`src/rtl/pb_port_pkg.sv`:
```
// pb_port_pkg: shared address map and parameter limits for the KCPSM6 port bank
package pb_port_pkg;

    localparam logic [7:0] ADDR_IRQ_STATUS = 8'hF0;
    localparam logic [7:0] ADDR_IRQ_MASK   = 8'hF1;
    localparam int         MAX_PORTS       = 240;
    localparam int         K_DECODE_BITS   = 4;

endpackage

```
`src/rtl/pb_irq_ctrl.sv`:
```
// pb_irq_ctrl: rising-edge interrupt capture with sticky status, mask, W1C and ack drop
module pb_irq_ctrl #(
    parameter int N_IRQ = 4
) (
    input  logic             clk,
    input  logic             reset,
    input  logic [N_IRQ-1:0] irq_src,
    input  logic             status_clr_en,
    input  logic             mask_wr_en,
    input  logic [N_IRQ-1:0] wdata,
    input  logic             interrupt_ack,
    output logic [N_IRQ-1:0] status,
    output logic [N_IRQ-1:0] mask,
    output logic             interrupt
);

    logic [N_IRQ-1:0] prev;

    // edge history keeps tracking during reset so a source already high at release is not an edge
    always_ff @(posedge clk) begin
        prev <= irq_src;
    end

    // sticky flags (set beats clear), mask register and registered request with one-cycle ack drop
    always_ff @(posedge clk) begin
        if (reset) begin
            status    <= '0;
            mask      <= '0;
            interrupt <= 1'b0;
        end else begin
            status    <= (status & ~(status_clr_en ? wdata : '0)) | (irq_src & ~prev);
            mask      <= mask_wr_en ? wdata : mask;
            interrupt <= ~interrupt_ack & |(status & mask);
        end
    end

endmodule

```
`src/rtl/pb_port_bank.sv`:
```
// pb_port_bank: KCPSM6 I/O decode with output registers, read mux, access pulses and interrupts
module pb_port_bank
    import pb_port_pkg::*;
#(
    parameter int DW    = 8,
    parameter int N_OUT = 16,
    parameter int N_IN  = 4,
    parameter int N_IRQ = 4
) (
    input  logic              clk,
    input  logic              reset,
    input  logic [7:0]        port_id,
    input  logic [DW-1:0]     out_port,
    input  logic              write_strobe,
    input  logic              k_write_strobe,
    input  logic              read_strobe,
    output logic [DW-1:0]     in_port,
    output logic              interrupt,
    input  logic              interrupt_ack,
    output logic [N_OUT*DW-1:0] out_regs,
    output logic [N_OUT-1:0]  out_wr_pulse,
    input  logic [N_IN*DW-1:0] in_data,
    output logic [N_IN-1:0]   in_rd_pulse,
    input  logic [N_IRQ-1:0]  irq_src
);

    if (N_OUT < 1 || N_OUT > MAX_PORTS || N_IN < 1 || N_IN > MAX_PORTS || N_IRQ < 1 || N_IRQ > DW) begin : g_bad_params
        $error("pb_port_bank: illegal parameter combination");
    end

    logic [N_OUT-1:0][DW-1:0] regs;
    logic [N_IN-1:0][DW-1:0]  ins;
    logic [7:0]               waddr;
    logic                     wr_en;
    logic [N_OUT-1:0]         wr_sel;
    logic [N_IN-1:0]          rd_sel;
    logic [DW-1:0]            rd_data;
    logic [N_IRQ-1:0]         status;
    logic [N_IRQ-1:0]         mask;

    assign out_regs = regs;
    assign ins      = in_data;

    // write decode: OUTPUT uses the full address and wins; OUTPUTK sees only the low nibble
    always_comb begin
        wr_en  = write_strobe ? 32'(port_id) < N_OUT
                              : k_write_strobe && 32'(port_id[K_DECODE_BITS-1:0]) < N_OUT;
        waddr  = write_strobe ? port_id : 8'(port_id[K_DECODE_BITS-1:0]);
        wr_sel = '0;
        for (int k = 0; k < N_OUT; k++) wr_sel[k] = wr_en && waddr == 8'(k);
    end

    // read mux: input ports, then IRQ registers, everything else reads zero
    always_comb begin
        rd_data = port_id == ADDR_IRQ_STATUS ? DW'(status) :
                  port_id == ADDR_IRQ_MASK   ? DW'(mask)   : '0;
        rd_sel  = '0;
        for (int i = 0; i < N_IN; i++) begin
            if (port_id == 8'(i)) begin
                rd_data   = ins[i];
                rd_sel[i] = read_strobe;
            end
        end
    end

    // output registers, access pulses and registered read data
    always_ff @(posedge clk) begin
        if (reset) begin
            regs         <= '0;
            out_wr_pulse <= '0;
            in_rd_pulse  <= '0;
            in_port      <= '0;
        end else begin
            for (int k = 0; k < N_OUT; k++) if (wr_sel[k]) regs[k] <= out_port;
            out_wr_pulse <= wr_sel;
            in_rd_pulse  <= rd_sel;
            in_port      <= rd_data;
        end
    end

    pb_irq_ctrl #(.N_IRQ(N_IRQ)) u_irq (
        .clk           (clk),
        .reset         (reset),
        .irq_src       (irq_src),
        .status_clr_en (write_strobe && port_id == ADDR_IRQ_STATUS),
        .mask_wr_en    (write_strobe && port_id == ADDR_IRQ_MASK),
        .wdata         (out_port[N_IRQ-1:0]),
        .interrupt_ack (interrupt_ack),
        .status        (status),
        .mask          (mask),
        .interrupt     (interrupt)
    );

endmodule

```
`config.mk`:
```
export PLATFORM = sky130hd
export DESIGN_NAME = pb_port_bank
export DESIGN_NICKNAME = d
export VERILOG_FILES = /design/src/rtl/pb_port_pkg.sv /design/src/rtl/pb_irq_ctrl.sv /design/src/rtl/pb_port_bank.sv
export SDC_FILE = /design/constraint.sdc
export NUM_CORES = 1
export LEC_CHECK = 0
export CAP_MARGIN = 25
export CORE_ASPECT_RATIO = 1.75
export CORE_MARGIN = 3
export CORE_UTILIZATION = 45
export DETAILED_ROUTE_END_ITERATION = 10
export PLACE_DENSITY = 0.78
export SETUP_SLACK_MARGIN = 0.05
export SLEW_MARGIN = 20
export SYNTH_ARGS = -nofsm -noshare
export SYNTH_HDL_FRONTEND = slang
export SYNTH_SLANG_ARGS = --single-unit
export TNS_END_PERCENT = 20
```
`constraint.sdc`:
```
create_clock -name clk -period 1.87 [get_ports clk]
set_input_delay 0.561 -clock clk [delete_from_list [all_inputs] [get_ports clk]]
set_output_delay 0.561 -clock clk [all_outputs]
set_load 0.01 [all_outputs]
```
* Yosys cells after proc, flatten, opt, wreduce, memory -nomap -nowiden
Cells that the tools add are included. W data, S select, Z words.
Operators by class: multiply operators 0, order comparisons 1, divide/modulo/power cells 0, reductions and logical operators 25, shifts and indexed selects 0, add/sub/neg operators 0, bitwise operators 12, muxes and demuxes 9, equal/unequal tests 20
Operators with widths (number):
- $eq A8 B4 Y1 const B | 8
- $mux W8 | 5
- $eq A8 B2 Y1 const B | 4
- $eq A8 B3 Y1 const B | 4
- $logic_and A1 B1 Y1 | 18
- $eq A8 B1 Y1 const B | 2
- $eq A8 B8 Y1 const B | 2
- $logic_not A8 Y1 | 2
- $and A4 B4 Y4 | 3
- $mux W4 | 3
- $lt A8 B5 Y1 const B | 1
- $not A4 Y4 | 2
- $reduce_or A2 Y1 | 4
- $not A1 Y1 | 5
- $or A4 B4 Y4 | 1
- $reduce_or A4 Y1 | 1
- $and A1 B1 Y1 | 1
- $mux W1 | 1
Word-level totals: input bits 58, memory bits (writable) 0, logic and storage cells 93, memories 0, bits in latches 0, bits in read-only memories 0, output and inout bits 157, register bits 169

* Logic depth before layout (Yosys ltp)
word-level depth 7, depth in mapped cells 7, mapped depth without buffers 4

* Modules after synthesis
A second synthesis with hierarchy kept.
Second synthesis, totals: cells, all modules 611, area, all modules 6729.0 µm²
By module, submodules not included:
- pb_port_bank | cells an instance 573, area an instance 6269.8 µm², times used 1, seq. area each 3123.0 µm²
- pb_irq_ctrl | cells an instance 38, area an instance 459.2 µm², times used 1, seq. area each 260.2 µm²

* Least setup slack after synthesis
No wires, ideal clock.
kind input to register, from input port port_id[3], to register in_port[5], path buffers 1, slack 102 ps, setup time 115 ps, data arrival time 1653 ps, data required time 1755 ps, stages on the path 4, path through buf_4 or3_1 mux4_2 and2_1
Between the ends: longest elaborated chain between the ends 5, elaborated cells on any way between the ends 8, classes of those cells eq/ne: 3; mux: 4; reduce/logical: 1
Ends and longest elaborated chain:
- from (decl) | line pb_port_bank.sv:12 | input logic [7:0] port_id,
- $logic_not A8 Y1 | line pb_port_bank.sv:59 | if (port_id == 8'(i)) begin
- $mux W8 (3 in a row) | line pb_port_bank.sv:59
- $mux W8 (*) | line pb_port_bank.sv:59
- to (signal assigned) | line pb_port_bank.sv:77 | in_port <= rd_data;
- to (decl) | line pb_port_bank.sv:17 | output logic [DW-1:0] in_port,
Every way passes the cells marked *; elsewhere a longest branch is shown, timed or not. A chain may end at the register's enable or synchronous reset.

* Final worst setup path
from input port port_id[6], to register regs (netlist bit out_regs[117])
Between the ends: longest elaborated chain between the ends 3, elaborated cells on any way between the ends 5, classes of those cells order compare: 1; eq/ne: 1; mux: 2; reduce/logical: 1
Ends and longest elaborated chain:
- $lt A8 B5 Y1 or $mux W8 (tied branches) | line pb_port_bank.sv:46, pb_port_bank.sv:48
- $mux W1 or $eq A8 B4 Y1 (tied branches) | line pb_port_bank.sv:46, pb_port_bank.sv:50
- $logic_and A1 B1 Y1 (*) | line pb_port_bank.sv:50 | for (int k = 0; k < N_OUT; k++) wr_sel[k] = wr_en && waddr == 8'(k);
- to (signal assigned) | line pb_port_bank.sv:69 | regs <= '0;
- to (decl) | line pb_port_bank.sv:31 | logic [N_OUT-1:0][DW-1:0] regs;
Marked as above.

==> summary.md <==
| Metric | Value |
|---|---|
| Status | `complete, no violations` |
| Detailed Place HPWL | `between 10000 and 15000 um` |
| Vias in the first global route | `roughly 6000` |
| Gr usage total | `0.244` |
| Synth warn | `0` |
| DR iter-0 viols | `160` |
| Largest net degree at the start of global routing | `between 50 and 60` |
| Critical Path End Type | `register` |
| # setup viols final | `0` |
| Netlist cell types | `44` |
| Initial core utilization | `0.460` |
| Wire length per cell | `between 15 and 20 um` |
| Synthesized flop and latch total | `169` |
| Clk slew on worst S/H paths | `0.07 ns` |
| Post-Route Skew | `0.00373 ns` |
| Most used DFF post-synth | `dfxtp_1` |
| Vias | `5393` |
| Gr ovfl total | `0` |
| Die area | `16700 um2` |
| CP max FO | `8` |
| Area Overhead vs Synth | `46.4%` |
| Max incr delay on CP | `0.31 ns` |
| Final ANT Viol Nets | `0` |
| Worst Tran Pin Value | `approximately 0.4 ns` |
| Clock latency on the worst-skew pair | `0.41 ns` |
| Max VDD drop | `0.613 mV` |
| # hold bufs at CTS | `0` |
| Leakage | `5.18 nW` |
| CTS tree | `done` |
| WL final | `20200 um` |
| Placed Cells | `1021` |
| Port buffer count | `approximately 210` |
| Unrepaired setup endpoints after global routing | `true` |
| Core box area | `around 15000 um2` |
| Non-Filler Instances | `1056` |
| Final hold slack | `0.472 ns` |
| Cell class contributing the biggest share of worst-path delay | `simple AND/OR/NAND/NOR gates` |
| Sink Count | `roughly 170` |
| CTS max path bufs | `2` |
| Initial antenna violation count | `0` |
| Die Wd | `99.1 um` |
| DR DRC count | `0` |
| CP Cell Sequence | `dlygate4sd2_1 > nor4_4 > a21o_1 > buf_12 > nand4_4 > mux2i_1` |
| Layout cells sized above 1 | `0.141` |
| H-tree depth | `4` |
| Final period util | `0.939` |
| Critical path buffer and inverter count | `2` |
| Slowest library cell on the worst path | `nor4_4` |
| DR pass1 iterations | `4` |
| Net Count, Synth | `675` |
| Nets | `between 900 and 1000` |
| Sequential share of the synthesized area | `0.495` |
| First-pass GRT wire length | `between 30000 and 40000 um` |
| Final hold violation count | `0` |
| Slew margin rel. | `0.736` |
| Synth Instances | `between 600 and 700` |
| Power per cell area | `798 nW/um2` |
| GPL Wtd Cong | `0.870` |
| Netlist Area Pre-Place | `6830 um2` |
| Max-cap violation count | `0` |
| Antenna Cells | `0` |
| Critical Path RT | `2.16 ns` |
| Row count | `59` |
| Multi-input gate area | `between 3000 and 4000 um2` |
| Critical path class | `primary input to register` |
| Commonest cells after routing, fill and taps aside | `dfxtp_1, dlygate4sd2_1, nand2b_1, mux2i_1, buf_4` |
| Crit path time final | `1.76 ns` |
| Fill cell count | `1229` |
| Root buffer cell | `clkbuf_16` |
| Hold Crit Class | `register to register` |
| Post-synth EDFFs | `0` |
| Slew Viols, Final | `0` |
| Mean Syn Cell Area | `11.1 um2` |
| CTS buffer count | `17` |
| Vias per Instance | `5.11` |
| Most common cell after layout, fill and taps aside | `dfxtp_1` |
| Max frequency | `570 MHz` |
| Worst setup SP type | `primary input` |
| Storage element area | `approximately 3400 um2` |
| Chip Height | `roughly 170 um` |
| Worst EP arrival | `about 2 ns` |
| Async set-or-reset flop fraction in the synthesized netlist | `0` |
| I/O pins | `approximately 220` |
## stage by stage
| stage | power [mW] | utilization | area (um2) | worst slack (ns) | TNS [ns] |
|---|---|---|---|---|---|
| 2_1_floorplan | 4.05 | - | 6830 | 0.102 | 0 |
| 3_3_place_gp | 4.37 | 0.639 | 9480 | -0.469 | -60.76 |
| 3_5_place_dp | 4.38 | 0.639 | 9480 | -0.573 | -68.03 |
| 4_1_cts | 8.02 | 0.667 | 9890 | 0.0349 | 0 |
| 5_1_grt | 8.22 | 0.674 | 9990 | 0.0425 | 0 |
| 6_report | 7.97 | 0.674 | 9990 | 0.115 | 0 |
## Yosys cell counts, drive strengths merged (2+ instances only)
library cell / number / area share
a21oi: 4 / 0.0029
a221oi: 2 / 0.0035
a311oi: 3 / 0.0038
and2: 4 / 0.0037
and2b: 2 / 0.0022
and3: 2 / 0.0018
buf: 20 / 0.019
clkbuf: 29 / 0.017
dfxtp: 169 / 0.50
mux2i: 135 / 0.20
mux4: 4 / 0.013
nand2: 12 / 0.0066
nand2b: 145 / 0.13
nand3: 10 / 0.022
nand3b: 4 / 0.0044
nand4: 5 / 0.011
nor2: 11 / 0.0093
nor2b: 4 / 0.0037
nor3: 17 / 0.012
o21ai: 13 / 0.010
o22a: 3 / 0.0038
o31ai: 3 / 0.0033
or2: 2 / 0.0018
or3: 5 / 0.0046
or4: 2 / 0.0022
## cells by family (layout without fill, tap and decap cells)
group | after synthesis | count (layout) | synth area share
simple gates | 227 | 227 | 0.223
flops | 169 | 169 | 0.495
mux | 140 | 140 | 0.213
buf+inv | 49 | 305 | 0.0355
compound gates | 32 | 32 | 0.0333
## worst paths after layout
kind,from,endpoint,slack [ns],cells after the start
setup / recovery,port_id[6],out_regs[117],0.11,6
hold / removal,out_regs[27],out_regs[27],0.47,2
setup reg to reg,u_irq.status[0],in_port[0],0.41,4
hold reg to reg,out_regs[27],out_regs[27],0.47,2
## worst min-delay path, delay by kind of cell (launching register included)
| kind | cells | cell delay [ns] |
|---|---|---|
| flip-flops | 1 | 0.31 |
| AND/OR/NAND/NOR | 1 | 0.06 |
| multiplexers | 1 | 0.06 |
## report_power, final
| part | internal, mW | leakage (nW) | switching (mW) | total (mW) |
|---|---|---|---|---|
| registers | 3.63 | 1.36 | 0.0195 | 3.65 |
| logic | 0.337 | 3.52 | 0.309 | 0.646 |
| clock network | 2.20 | 0.297 | 1.47 | 3.67 |
## layer usage
layer / up-vias / routed length (um) / GRT usage / share of wire
li1: 2576 / - / - / -
met1: 2622 / 7370 / 0.249 / 0.36
met2: 167 / 11100 / 0.457 / 0.55
met3: 28 / 1280 / 0.0705 / 0.063
met4: 0 / 537 / 0.0963 / 0.027
met5: - / 0 / 0 / 0
## repair_timing
item                                    CTS  global route
pin swaps                                 2             7
cloned                                    0             1
setup buffers                             0             2
endpoints found under the setup margin  287            52
gates resized for setup                 165            11
## final cells by class
cell class	instances	share of cell area
clock inverter	11	0.0160
timing repair buffer	273	0.252
sequential	169	0.339
tap	183	0.0229
clock buffer	21	0.0461
multi-input combinational	399	0.324
## flip-flops by register name, summed over array words and instances, names as in the netlist
name,cells
u_irq.mask,4
in_port,8
out_wr_pulse,16
u_irq.status,4
out_regs,128
u_irq.interrupt,1
in_rd_pulse,4
u_irq.prev,4
Note: power is estimated with default switching activity, not from simulation.
